## src/rtl/biquad_cfg_pkg.sv

```systemverilog
// Shared types and constants for the biquad cascade config sequencer.
package biquad_cfg_pkg;

  typedef enum logic [2:0] {
    S_IDLE,
    S_DRIVE,
    S_GAP,
    S_SKIP,
    S_DONE
  } cfg_state_t;

  localparam int B0 = 0;
  localparam int B1 = 1;
  localparam int B2 = 2;
  localparam int A0 = 3;
  localparam int A1 = 4;
  localparam int A2 = 5;
  localparam int COEF_SLOTS = 6;

  // Unity gain in Qq format, saturated one LSB below 1.0
  function automatic logic [31:0] coef_one(input int q);
    logic [63:0] one;
    one = (64'd1 << q) - 64'd1;
    return one[31:0];
  endfunction

endpackage

```

## src/rtl/biquad_cascade_config_sequencer_decii_strobe_gen.sv

```systemverilog
// Decimated-rate run strobe; held at phase zero while frozen.
module decii_strobe_gen #(
  parameter int W = 16
) (
  input  logic         clk,
  input  logic         rst,
  input  logic         freeze,
  input  logic [W-1:0] div,
  output logic         strobe
);

  logic [W-1:0] cnt;

  always_ff @(posedge clk or posedge rst) begin
    if (rst) begin
      cnt <= '0;
    end else if (freeze || cnt >= div) begin
      cnt <= '0;
    end else begin
      cnt <= cnt + W'(1);
    end
  end

  assign strobe = !rst && !freeze && (cnt == div);

endmodule

```

## src/rtl/biquad_cascade_config_sequencer.sv

```systemverilog
// Stages biquad coefficient sets and loads them stage by stage on commit,
// freezing the decimated run strobe while a load is in flight.
module biquad_cascade_config_sequencer
  import biquad_cfg_pkg::*;
#(
  parameter int NUM_STAGES   = 4,
  parameter int BASE_ADDRESS = 1000,
  parameter int HOLD_CYCLES  = 4,
  parameter int COEF_Q       = 28,
  parameter int DECII_WIDTH  = 16
) (
  input  logic                   aclk,
  input  logic                   areset,
  input  logic                   cfg_wr_en,
  input  logic [2:0]             cfg_wr_stage,
  input  logic [2:0]             cfg_wr_slot,
  input  logic [31:0]            cfg_wr_data,
  input  logic                   commit,
  input  logic [NUM_STAGES-1:0]  commit_mask,
  input  logic [DECII_WIDTH-1:0] decii_div,
  output logic [31:0]            config_addr,
  output logic [511:0]           config_data,
  output logic                   axis_decii_clk,
  output logic                   busy,
  output logic                   done,
  output logic [NUM_STAGES-1:0]  stage_loaded,
  output logic                   err
);

  localparam int IW = (NUM_STAGES > 1) ? $clog2(NUM_STAGES) : 1;
  localparam int HW = (HOLD_CYCLES > 1) ? $clog2(HOLD_CYCLES) : 1;

  typedef logic [COEF_SLOTS-1:0][31:0] coef_set_t;

  cfg_state_t            state, state_d;
  logic [IW-1:0]         idx, idx_d;
  logic [HW-1:0]         hcnt, hcnt_d;
  logic [NUM_STAGES-1:0] mask_q, mask_sh;
  coef_set_t             stg [NUM_STAGES];
  logic [511:0]          cur_data, data_q;
  logic                  idle, last, freeze;
  logic                  stage_ok, slot_ok, wr_ok;

  assign idle     = (state == S_IDLE);
  assign last     = (idx == IW'(NUM_STAGES - 1));
  assign mask_sh  = mask_q >> (idx + IW'(1));
  assign stage_ok = {29'd0, cfg_wr_stage} < 32'(NUM_STAGES);
  assign slot_ok  = cfg_wr_slot < 3'(COEF_SLOTS);
  assign wr_ok    = idle && cfg_wr_en && !commit && stage_ok && slot_ok;
  assign cur_data = {320'd0, stg[idx]};

  always_comb begin
    state_d = state;
    idx_d   = idx;
    hcnt_d  = hcnt;
    unique case (state)
      S_IDLE: begin
        if (commit) begin
          idx_d   = '0;
          hcnt_d  = '0;
          state_d = commit_mask[0] ? S_DRIVE : S_SKIP;
        end
      end
      S_DRIVE: begin
        if (hcnt == HW'(HOLD_CYCLES - 1)) state_d = S_GAP;
        else hcnt_d = hcnt + HW'(1);
      end
      S_GAP, S_SKIP: begin
        if (last) begin
          state_d = S_DONE;
        end else begin
          idx_d   = idx + IW'(1);
          hcnt_d  = '0;
          state_d = mask_sh[0] ? S_DRIVE : S_SKIP;
        end
      end
      S_DONE:  state_d = S_IDLE;
      default: state_d = S_IDLE;
    endcase
  end

  always_ff @(posedge aclk or posedge areset) begin
    if (areset) begin
      state  <= S_IDLE;
      idx    <= '0;
      hcnt   <= '0;
      mask_q <= '0;
    end else begin
      state <= state_d;
      idx   <= idx_d;
      hcnt  <= hcnt_d;
      if (idle && commit) mask_q <= commit_mask;
    end
  end

  always_ff @(posedge aclk or posedge areset) begin
    if (areset) begin
      stage_loaded <= '0;
      err          <= 1'b0;
      data_q       <= '0;
      for (int s = 0; s < NUM_STAGES; s++) begin
        stg[s]     <= '0;
        stg[s][B0] <= coef_one(COEF_Q);
      end
    end else begin
      // A commit clears err unless it collides with a write
      if (idle) begin
        if (commit) err <= cfg_wr_en;
      end else if (commit || cfg_wr_en) begin
        err <= 1'b1;
      end
      if (state == S_GAP) stage_loaded[idx] <= 1'b1;
      if (state == S_DRIVE) data_q <= cur_data;
      if (wr_ok) stg[IW'(cfg_wr_stage)][cfg_wr_slot] <= cfg_wr_data;
    end
  end

  assign config_addr = (state == S_DRIVE) ?
                       32'(BASE_ADDRESS) + 32'(idx) : '0;
  assign config_data = (state == S_DRIVE) ? cur_data : data_q;
  assign busy        = (state == S_DRIVE) || (state == S_GAP) ||
                       (state == S_SKIP);
  assign done        = (state == S_DONE);
  assign freeze      = !idle;

  decii_strobe_gen #(
    .W(DECII_WIDTH)
  ) u_decii (
    .clk   (aclk),
    .rst   (areset),
    .freeze(freeze),
    .div   (decii_div),
    .strobe(axis_decii_clk)
  );

endmodule

```

## config.mk

```make
export PLATFORM = sky130hd
export DESIGN_NAME = biquad_cascade_config_sequencer
export DESIGN_NICKNAME = d
export VERILOG_FILES = /design/src/rtl/biquad_cfg_pkg.sv /design/src/rtl/biquad_cascade_config_sequencer_decii_strobe_gen.sv /design/src/rtl/biquad_cascade_config_sequencer.sv
export SDC_FILE = /design/constraint.sdc
export NUM_CORES = 2
export LEC_CHECK = 0
export ABC_AREA = 0
export BUFFER_PORTS_ARGS = -buffer_cell sky130_fd_sc_hd__buf_2
export CAP_MARGIN = 25
export CORE_UTILIZATION = 53
export DETAILED_ROUTE_END_ITERATION = 7
export HOLD_SLACK_MARGIN = 0.03
export PLACE_DENSITY = 0.75
export SLEW_MARGIN = 20
export SYNTH_ARGS = -nofsm -noshare
export SYNTH_HDL_FRONTEND = slang
export SYNTH_SLANG_ARGS = --single-unit
```

## constraint.sdc

```tcl
create_clock -name aclk -period 42.1 [get_ports aclk]
set_input_delay 8.42 -clock aclk [delete_from_list [all_inputs] [get_ports aclk]]
set_output_delay 8.42 -clock aclk [all_outputs]
set_load 0.03 [all_outputs]
```

==> out/metrics.cfg <==
[sta]
tightest_slew_ns = 1.06
slew_headroom_pct = 29.3
period_share_pct = 43.6
final_max_slew_viol_count = 0
final_hold_viol_count = 0
fin_tns_setup_ns = 0
fin_skew_ns = 0.0280
fin_ws_ns = 23.76
setup_viol = 0
fmax_mhz = 54.5
fin_crit_ns = 18.34
rsz0062_at_grt = false

[cts]
ctsResizeCount = 0
tritoncts_num_sinks = 1312
clock_latency_ns = 0.75
htreeDepth = 4
cts.path.max_buffers = 3
cts_tree = done
path_clk_slew_ns = 0.06
root_buffer = clkbuf_16
numCtsBuffers = 137
post-cts-setup-buffers = 0
cts_hold_buf = 0

[critical_path]
path_buf_inv = 3
path_max_fanout = 3
critPathKind = primary input to primary output
cpMostUsedCell = buf_2
critPathMaxStageDelay_ns = 0.41
cp-start-kind = primary input
cp_cell_sequence = buf_2, inv_1, ha_1, nand4_1, or3_1, nor4_1, buf_2
critical-path-slowest-cell = or3_1
crit_required_ns = 33.68
end_kind = primary output
worstPathArrival_ns = 9.92
cp_top_family = simple AND/OR/NAND/NOR gates

[final_layout]
syn2layout_area_growth_pct = 16.7
final_cell_mix = 1,198 x dfrtp_1, 772 x mux2_2, 591 x nand2_1
nets = 4274
fin_area_um2 = 61500
fill_cells = 7330
final_util_pct = 62.5
drive_gt1_share_pct = 46.2
final_common_cell = dfrtp_1

[die]
rows = 115
design.die.area_um2 = 101000
pin_count = 614
core_um2 = 98400
start_util_pct = 53.6
die_w_um = 317
fp.dieH_um = 317

[logic_synthesis]
synth-seq-cells = 1312
syn_avg_cell_area_um2 = 14.4
netlist_instances = 3670
synth_area_leader_cell = dfrtp_1
yosysSeqAreaShare_pct = 62.5
synthTopCellsByArea = dfrtp_1 57%, mux2_2 16%, mux4_2 8.2%
synth.cell_area_um2 = 52700
synth_edf_count = 0
ys_warn_count = 0
synth_ff_type = dfrtp_1
synthArstFlopShare_pct = 100
yosys.area.top_type_share_pct = 56.9
synthDistinctLibCells = 41

[power]
clockPowerShare_pct = 38.0
ir_drop_mv = 0.0424
p_leak_nw = 32.3
finalPower_mw = 3.19
combPwrFrac_pct = 18.1
power.density_nw_per_um2 = 51.8
swShare_pct = 29.7
intPower_mw = 2.24
sequentialPowerShare_pct = 43.9
p_sw_mw = 0.947

[drt]
avgRoutedWirePerCell_um = 22.1
drc = 0
vias_per_cell = 5.48
vias = 30600
routed_wl_um = 123000
drt_iter0_drc = 1992
antenna_left = 0
drt-pass1-iter-count = 6

[global_route]
grt_first_pass_wirelength_um = 194000
grt-busiest-layer = met2
met2_usage_pct = 40.9
grt_pass1_vias = 31900
grt_max_degree = 191
gr-total-overflow = 0
track_usage_pct = 24.9
antenna_found_initial = 8
grt.met3_usage_pct = 4.78
use_met1_pct = 33.5

[hold_path]
hold_class = flip-flop to flip-flop

[placed_design]
post-dp-hpwl_um = 75500
place_ws_ns = 23.77
gp_congestion = 0.836
port_buffers = 589
place_area_um2 = 56700

[job]
maxCapViolCount = 0

[status]
status = complete, no violations

[stage by stage]
stage / cells / hold WS (ns)
detailed placement: 5328 / 0.439
floorplan: 3693 / 0.463
global route: 5584 / 0.467
finish: 5585 / 0.448
CTS: 5574 / 0.452
global placement: 5325 / 0.435
[synthesized netlist by cell type, types with 11 or more instances]
library cell / n
mux2_2: 772
buf_1: 41
nand3_1: 11
dfstp_2: 112
ha_1: 22
and2_1: 326
nor2_1: 33
inv_1: 24
buf_4: 29
buf_2: 53
mux4_2: 193
clkbuf_1: 166
dfrtp_1: 1200
nand2_1: 600
[state kept, by name (all words and copies together) (netlist names)]
name and flops:
idx 2, u_decii.cnt 16, hcnt 2, data_q 512, err 1, stg 768
state 3, stage_loaded 4, mask_q 4
[logic make-up (layout without fill, tap and decap cells)]
family / Yosys count / in the layout / synth area share [%]
fa+ha+maj: 22 / 22 / 0.522
buf+inv: 316 / 920 / 2.61
other cells: 1 / 25 / 0.00711
flops: 1312 / 1312 / 62.5
xor+xnor: 14 / 14 / 0.232
simple gates: 1013 / 1013 / 9.01
mux: 965 / 965 / 24.7
compound gates: 27 / 27 / 0.387
[area by class of cell]
class | instances | area [um2] | area share (%)
clock buffer | 196 | 3990 | 6.49
timing repair buffer | 649 | 3650 | 5.93
antenna | 1 | 2.50 | 0.00407
inverter | 25 | 103 | 0.167
clock inverter | 50 | 578 | 0.939
multi-input combinational | 2065 | 18600 | 30.3
sequential | 1312 | 33000 | 53.6
tap | 1287 | 1610 | 2.62
[per-layer routing]
metal	routed length, um	vias to the layer above
met3	5750	212
met2	60900	771
met4	3570	8
li1	-	13600
met1	53000	16100
met5	53	-
[worst reg2reg max path: cells and delay by family (launching register included)]
| kind | cells | cell delay [ns] |
|---|---|---|
| buffers and inverters | 2 | 1.47 |
| flip-flops | 1 | 1.11 |
| multiplexers | 1 | 0.43 |
| AND/OR/NAND/NOR | 2 | 0.32 |
[power groups by stage]
stage	logic [mW]	clock network, mW	registers (mW)
after global routing	0.627	1.29	1.41
final	0.578	1.21	1.40
after floorplan	0.442	0	1.40
after CTS	0.574	1.24	1.40
after global placement	0.568	0	1.42
after detailed placement	0.572	0	1.42
[worst paths after layout]
check / startpoint / endpoint / slack [ns] / cells after the start
setup reg to reg: idx[1]$_DFFE_PP0P_ / data_q[31]$_DFF_PP0_ / 38.63 / 5
setup / recovery: decii_div[7] / axis_decii_clk / 23.76 / 7
min in group asynchronous: areset / u_decii.cnt[4]$_DFF_PP0_ / 7.64 / 2
hold reg to reg: stage_loaded[1]$_DFFE_PP0P_ / stage_loaded[1]$_DFFE_PP0P_ / 0.45 / 1
hold / removal: stage_loaded[1]$_DFFE_PP0P_ / stage_loaded[1]$_DFFE_PP0P_ / 0.45 / 1
max in group asynchronous: areset / data_q[78]$_DFF_PP0_ / 30.06 / 9
No activity file was read; power rests on OpenSTA's default activity.
